===== config.mk =====
export PLATFORM = sky130hd
export DESIGN_NAME = multiplier_4b
export DESIGN_NICKNAME = d
export VERILOG_FILES = /design/src/rtl/multiplier_4b.sv
export SDC_FILE = /design/constraint.sdc
export NUM_CORES = 1
export LEC_CHECK = 0
export CAP_MARGIN = 20
export CORE_UTILIZATION = 30
export DETAILED_ROUTE_END_ITERATION = 10
export PLACE_DENSITY = 0.56
export SLEW_MARGIN = 40
export SYNTH_ARGS = -nofsm -noshare
export SYNTH_HDL_FRONTEND = slang
export SYNTH_SLANG_ARGS = --single-unit

===== constraint.sdc =====
create_clock -name clk -period 3.77 [get_ports clk]
set_input_delay 0.754 -clock clk [delete_from_list [all_inputs] [get_ports clk]]
set_output_delay 0.754 -clock clk [all_outputs]
set_load 0.005 [all_outputs]

===== src/rtl/multiplier_4b.sv =====
// -----------------------------------------------------------------------------
// multiplier_4b
//   Sequential shift-and-add multiplier, WIDTH x WIDTH -> 2*WIDTH bits.
//   One iteration per clock. The product is available 4 clocks after start is
//   accepted (for WIDTH=4). The result is held until the next completion.
//
//   Optional build macro: MULTIPLIER_4B_SIGNED_EN
//     undefined : unsigned operands and product (default)
//     defined   : two's complement operands and product. The multiplicand is
//                 sign-extended, and the multiplier MSB partial product is
//                 subtracted. Ports and timing do not change.
//
// Ports
//   clk    in   rising-edge clock
//   rst    in   asynchronous, active-high reset
//   start  in   request a multiplication (ignored while busy)
//   a      in   multiplicand, captured on the accept edge
//   b      in   multiplier, captured on the accept edge
//   result out  registered product, held between operations
//   busy   out  high while an operation is in flight
//   done   out  one-cycle pulse when result is new
// -----------------------------------------------------------------------------
module multiplier_4b #(
  parameter int WIDTH = 4
) (
  input  logic               clk,
  input  logic               rst,
  input  logic               start,
  input  logic [WIDTH-1:0]   a,
  input  logic [WIDTH-1:0]   b,
  output logic [2*WIDTH-1:0] result,
  output logic               busy,
  output logic               done
);

  localparam int PW = 2 * WIDTH;
  localparam int CW = (WIDTH > 1) ? $clog2(WIDTH) : 1;
  localparam logic [CW-1:0] LAST_ITER = CW'(WIDTH - 1);

  typedef enum logic {
    IDLE = 1'b0,
    BUSY = 1'b1
  } state_t;

  state_t            state_q, state_d;
  logic [PW-1:0]     mcand_q, mcand_d;   // multiplicand, shifted left each iteration
  logic [WIDTH-1:0]  mplier_q, mplier_d; // multiplier, shifted right each iteration
  logic [PW-1:0]     acc_q, acc_d;
  logic [CW-1:0]     cnt_q, cnt_d;
  logic [PW-1:0]     result_q, result_d;
  logic              done_q, done_d;

  // Partial-product step for the current iteration.
  logic              last_iter;
  logic [PW-1:0]     acc_step;

  assign last_iter = (cnt_q == LAST_ITER);

  always_comb begin
    acc_step = acc_q;
    if (mplier_q[0]) begin
`ifdef MULTIPLIER_4B_SIGNED_EN
      // The multiplier MSB carries weight -2^(WIDTH-1), so its partial
      // product is subtracted. Modulo-2^PW arithmetic makes the result exact.
      acc_step = last_iter ? (acc_q - mcand_q) : (acc_q + mcand_q);
`else
      acc_step = acc_q + mcand_q;
`endif
    end
  end

  // Next-state and datapath logic.
  always_comb begin
    // NOTE: every signal gets a default first, so that no path through the
    // block leaves a value unassigned and no latch is inferred.
    state_d  = state_q;
    mcand_d  = mcand_q;
    mplier_d = mplier_q;
    acc_d    = acc_q;
    cnt_d    = cnt_q;
    result_d = result_q;
    done_d   = 1'b0;

    unique case (state_q)
      IDLE: begin
        if (start) begin
`ifdef MULTIPLIER_4B_SIGNED_EN
          mcand_d = {{WIDTH{a[WIDTH-1]}}, a};
`else
          mcand_d = {{WIDTH{1'b0}}, a};
`endif
          mplier_d = b;
          acc_d    = '0;
          cnt_d    = '0;
          state_d  = BUSY;
        end
      end
      BUSY: begin
        acc_d    = acc_step;
        mcand_d  = mcand_q << 1;
        mplier_d = mplier_q >> 1;
        cnt_d    = cnt_q + 1'b1;
        if (last_iter) begin
          result_d = acc_step;
          done_d   = 1'b1;
          state_d  = IDLE;
        end
      end
      default: state_d = IDLE;
    endcase
  end

  // NOTE: all state here is a handful of flops, not a memory, so every
  // register is reset. Reset aborts an in-flight operation at once.
  always_ff @(posedge clk or posedge rst) begin
    if (rst) begin
      state_q  <= IDLE;
      mcand_q  <= '0;
      mplier_q <= '0;
      acc_q    <= '0;
      cnt_q    <= '0;
      result_q <= '0;
      done_q   <= 1'b0;
    end else begin
      // NOTE: non-blocking assignments, so every flop samples pre-edge values.
      state_q  <= state_d;
      mcand_q  <= mcand_d;
      mplier_q <= mplier_d;
      acc_q    <= acc_d;
      cnt_q    <= cnt_d;
      result_q <= result_d;
      done_q   <= done_d;
    end
  end

  assign result = result_q;
  assign done   = done_q;
  assign busy   = (state_q == BUSY);

endmodule


## Word-level counts from Yosys, hierarchy flattened

Cells that the tools add are included.

| word-level totals | value |
|---|---|
| logic and storage cells | 27 |
| register bits | 32 |
| bits of input ports | 11 |

| cells by class | value |
|---|---|
| equality and inequality tests | 2 |
| multiplexer cells | 14 |
| bitwise gates (word level) | 1 |
| $add $sub $neg | 2 |
| reductions and logical operators | 1 |

Operator list:

| kind | number |
|---|---|
| 8-bit case mux with 2 select lines | 2 |
| 8-bit two-way mux | 3 |
| 8-bit adder | 1 |
| 4-bit case mux with 2 select lines | 1 |
| 1-bit two-way mux | 4 |
| 4-bit two-way mux | 1 |
| 2-bit case mux with 2 select lines | 1 |
| 2-bit by 1-bit adder with 2-bit output (second input constant) | 1 |
| 2-bit equality test (second input constant) | 1 |
| 2-bit two-way mux | 1 |
| 2-bit != test (second input constant) | 1 |
| 1-bit case mux with 2 select lines | 1 |
| 2-bit AND reduction | 1 |
| 1-bit inverter | 1 |

## Logic depth before layout (Yosys ltp)

| logic depth | value |
|---|---|
| depth after elaboration | 3 |
| depth in mapped cells | 7 |

## Least setup slack after synthesis

Ideal clock, no wire load.

| timing | value |
|---|---|
| kind | register to register |
| start | reg mcand_q[0] |
| end | reg result_q[6], in the netlist result[6] |
| setup slack | 1952 ps |
| cell stages (with the launch flop) | 7 |
| arrival | 1690 ps |
| clock period less this slack | 1818 ps |
| cells stage by stage | dfrtp_1 -> ha_1 -> fa_1 -> a21o_2 -> a41oi_1 -> xor2_1 -> o21ai_0 |

| on the way | value |
|---|---|
| word-level cells in the longest chain between the ends | 2 |

RTL lines:

| what | RTL line | text |
|---|---|---|
| start: declaration | 46 | `logic [PW-1:0] mcand_q, mcand_d;` |
| start signal: assignment | 127 | `mcand_q <= mcand_d;` |
| 8-bit adder | 67 | `acc_step = acc_q + mcand_q;` |
| 8-bit two-way mux | 61 | `if (mplier_q[0]) begin` |
| end signal: assignment | 131 | `result_q <= result_d;` |
| end: declaration | 50 | `logic [PW-1:0] result_q, result_d;` |

Every way passes these cells.
A chain may end at the register's enable or synchronous reset.

## Final worst setup path

| timing | value |
|---|---|
| start | reg state_q, in the netlist busy |
| end | out busy |

RTL lines:

| what | RTL line | text |
|---|---|---|
| start: declaration | 45 | `state_t state_q, state_d;` |
| start signal: assignment | 126 | `state_q <= state_d;` |
| end: declaration | 32 | `output logic busy,` |

No word-level cell between the ends.

==> impl_table.tex <==
\begin{tabular}{lr}
\hline
Metric & Value \\
\hline
\multicolumn{2}{l}{\textbf{Placed design}} \\
Hpwl dp & 2290 um \\
GP Congestion & 0.773 \\
Input/output buffers & 20 \\
Post-placement setup slack & 1.45 ns \\
\multicolumn{2}{l}{\textbf{Clocking}} \\
Number of clock sinks & 32 \\
Reg clk slew, reported paths & 0.07 ns \\
Clock Tree Root & clkbuf\_8 \\
Hold buffer count at CTS & 0 \\
Maximum number of buffers from clock root to sink & 2 \\
Clock network latency to the later pin of the worst-skew pair & 0.28 ns \\
Count of cells resized by post-cts repair & 0 \\
Count of H-tree levels built during CTS & 2 \\
Post-CTS setup repair buffer count & 0 \\
TritonCTS clock tree & done \\
Number of clock buffers inserted by TritonCTS & 5 \\
\multicolumn{2}{l}{\textbf{Yosys}} \\
Number of cells produced by synthesis & 171 \\
Synthesized-area fraction occupied by ao, oa, aoi and oai cells & 0.175 \\
Synth Flop Type & dfrtp\_1 \\
Post-synthesis net count & 191 \\
Synth Area in Simple Gates & 0.133 \\
Proportion of synthesized area in mux cells & 0.0825 \\
Post-synthesis instance area & 1700 sq um \\
Sequential fraction of the synthesis area & 0.472 \\
Combinational family with the most area after synthesis & compound AO/OA/AOI/OAI gates \\
Number of library cell types mapped by synthesis & 38 \\
Mean post-synth cell area & 9.93 sq um \\
Async set-or-reset flop fraction in the synthesized netlist & 1.00 \\
Count of flip-flops with a built-in enable after synthesis & 0 \\
Area share of xor/xnor cells in the synthesized design & 0.0258 \\
Flops \& latches, synth & 32 \\
Count of yosys warnings during synthesis & 0 \\
Adder-cell share of the synthesized area & 0.0707 \\
\multicolumn{2}{l}{\textbf{Timing}} \\
Crit share post-route & 0.572 \\
Worst-case setup margin in the final layout & 1.61 ns \\
Final setup violation count & 0 \\
Top achievable clock speed & 0.463 GHz \\
RSZ-0062 raised after global routing & false \\
Max-slew headroom & 0.558 \\
Least-Margin Pin Slew & 0.660 ns \\
Post-route setup TNS & 0 ns \\
Worst hold slack across all endpoints & 0.479 ns \\
Final Skew & 0.00566 ns \\
Number of hold violations in the final report & 0 \\
Minimum clock period & 2.16 ns \\
Count of final max-slew check failures & 0 \\
\multicolumn{2}{l}{\textbf{Worst setup path}} \\
Slowest stage cell on the critical path & clkdlybuf4s50\_1 \\
Maximum net fanout on the critical path & 27 \\
Buf+Inv Stages, Crit Path & 2 \\
Longest individual stage delay on the worst path & 0.55 ns \\
Crit path DAT & 1.40 ns \\
Capturing element type of the critical path & output port \\
Category of the most critical setup path & reg -> out \\
Data required time at the worst endpoint & 3.02 ns \\
CP top delay family & buffers and inverters \\
Critical Path Source Type & flop \\
Cell-by-cell listing of the critical path & buf\_4 -> clkdlybuf4s50\_1 \\
\multicolumn{2}{l}{\textbf{Power and ir drop}} \\
Part of the power in registers & 0.405 \\
Largest voltage drop on the vdd net & 0.222 mV \\
Power density over the cells & 735 nW/um\^{}2 \\
Proportion of total power due to net switching & 0.376 \\
Total leakage power & 0.934 nW \\
Total chip power & 1.51 mW \\
Gate power share & 0.415 \\
Part of the power in the clock network & 0.181 \\
Cell-internal power & 939 uW \\
Sw power & 566 uW \\
\multicolumn{2}{l}{\textbf{Global route}} \\
Via count of the first global-routing pass & 1,288 \\
GRT Resource Usage Total & 0.128 \\
Initial antenna violation count & 0 \\
Pin count of the biggest net entering global routing & 33 \\
GR Overflow Total & 0 \\
First-pass GRT wire length & 5950 um \\
\multicolumn{2}{l}{\textbf{Finish}} \\
Post-layout nets & 210 \\
Most common cell after layout, fill and taps aside & dfrtp\_1 \\
Final antenna diode count & 0 \\
Fraction of layout cells with a size suffix above 1 & 0.0733 \\
Area Growth Syn to Fin & 20.6\% \\
Most frequent cells in the layout & dfrtp\_1 (32), nand2\_1 (26), o21ai\_0 (23) \\
\multicolumn{2}{l}{\textbf{Route}} \\
Detailed router's first-iteration violation count & 82 \\
Number of vias per cell after detailed routing & 4.82 \\
First-pass iteration count of the detailed router & 4 \\
Aggregate routed wire length & 3240 um \\
Total number of vias & 1,267 \\
Number of remaining DRC errors & 0 \\
ANT nets after route & 0 \\
Routed wire length per instance & 12.3 um \\
\multicolumn{2}{l}{\textbf{Floorplanning}} \\
Ports & 21 \\
Die ar. & 5960 sq um \\
Number of cell rows & 27 \\
CORE AREA & 5470 sq um \\
Die Height & 77.2 um \\
Die width & 77.2 um \\
Initial cell density of the core & 0.310 \\
\multicolumn{2}{l}{\textbf{Run status}} \\
Run status & completed \\
\multicolumn{2}{l}{\textbf{Worst hold path}} \\
Worst hold path type & reg -> reg \\
\multicolumn{2}{l}{\textbf{Flow run}} \\
Number of max-cap violations & 0 \\
\hline
\end{tabular}
==> flip-flops by register name (all words and copies together), names as in the netlist <==
register,cells
busy,1
result,8
mcand_q,8
acc_q,8
done,1
cnt_q,2
mplier_q,4
==> worst reg2reg max path, cell delays in order (launching register included) <==
cell     delay [ns]
dfrtp_1        0.41
ha_1           0.26
fa_1           0.43
a21o_2         0.22
a41oi_1        0.25
xor2_1         0.21
o21ai_0        0.11
==> routing by layer <==
layer / track usage / routed length (um) / part of all wire
met1: 0.163 / 1600 / 0.49
met2: 0.205 / 1490 / 0.46
met3: 0.0321 / 99 / 0.031
met4: 0.0509 / 49 / 0.015
met5: 0 / 0 / 0
==> power groups by stage <==
stage               Clock (mW)  Sequential [mW]  Combinational (mW)
global route             0.301            0.636               0.715
CTS                      0.282            0.612               0.637
global placement             0            0.618               0.625
floorplan                    0            0.558               0.486
detailed placement           0            0.618               0.636
finish                   0.272            0.609               0.625
==> synthesized netlist by cell type, types with 2 or more instances <==
cell	count	share of area
dfrtp_1	32	0.47
nand2_1	26	0.057
o21ai_0	23	0.068
mux2i_1	14	0.083
ha_1	8	0.059
nor2_1	8	0.018
a21oi_1	5	0.015
a22o_1	5	0.026
inv_1	5	0.011
buf_2	4	0.012
clkbuf_1	4	0.0088
xnor2_1	4	0.021
nor3b_1	3	0.013
a21o_1	2	0.0088
and3_1	2	0.0074
nand3_1	2	0.0059
nor3_1	2	0.0059
o21bai_1	2	0.0088
==> worst paths after layout <==
kind | slack [ns] | endpoint | depth (start not counted) | start
min in group asynchronous | 0.85 | mplier_q[1] | 3 | rst
max reg2reg | 1.75 | result[6] | 6 | mcand_q[0]
min | 0.48 | result[5] | 2 | result[5]
min reg2reg | 0.48 | result[5] | 2 | result[5]
max | 1.61 | busy | 2 | busy
max in group asynchronous | 2.61 | mplier_q[3] | 3 | rst
==> cell type report <==
| type | count | area [sq um] |
|---|---|---|
| timing repair buffer | 22 | 215 |
| inverter | 6 | 22.5 |
| multi-input combinational | 123 | 828 |
| clock buffer | 8 | 90.1 |
| tap | 72 | 90.1 |
| fill | 578 | 3430 |
| sequential | 32 | 801 |
==> per-stage QoR <==
step	util	instances	area, sq um
global route	0.374	263	2050
finish	0.374	263	2050
CTS	0.374	263	2050
global placement	0.358	255	1960
floorplan	-	171	1700
detailed placement	0.358	255	1960
==> kinds of logic after synthesis <==
family | Yosys count
flops | 32
simple gates | 49
fa+ha+maj | 9
buf+inv | 16
xor+xnor | 5
compound gates | 46
mux | 14
Power figures use the tool's default switching activity.
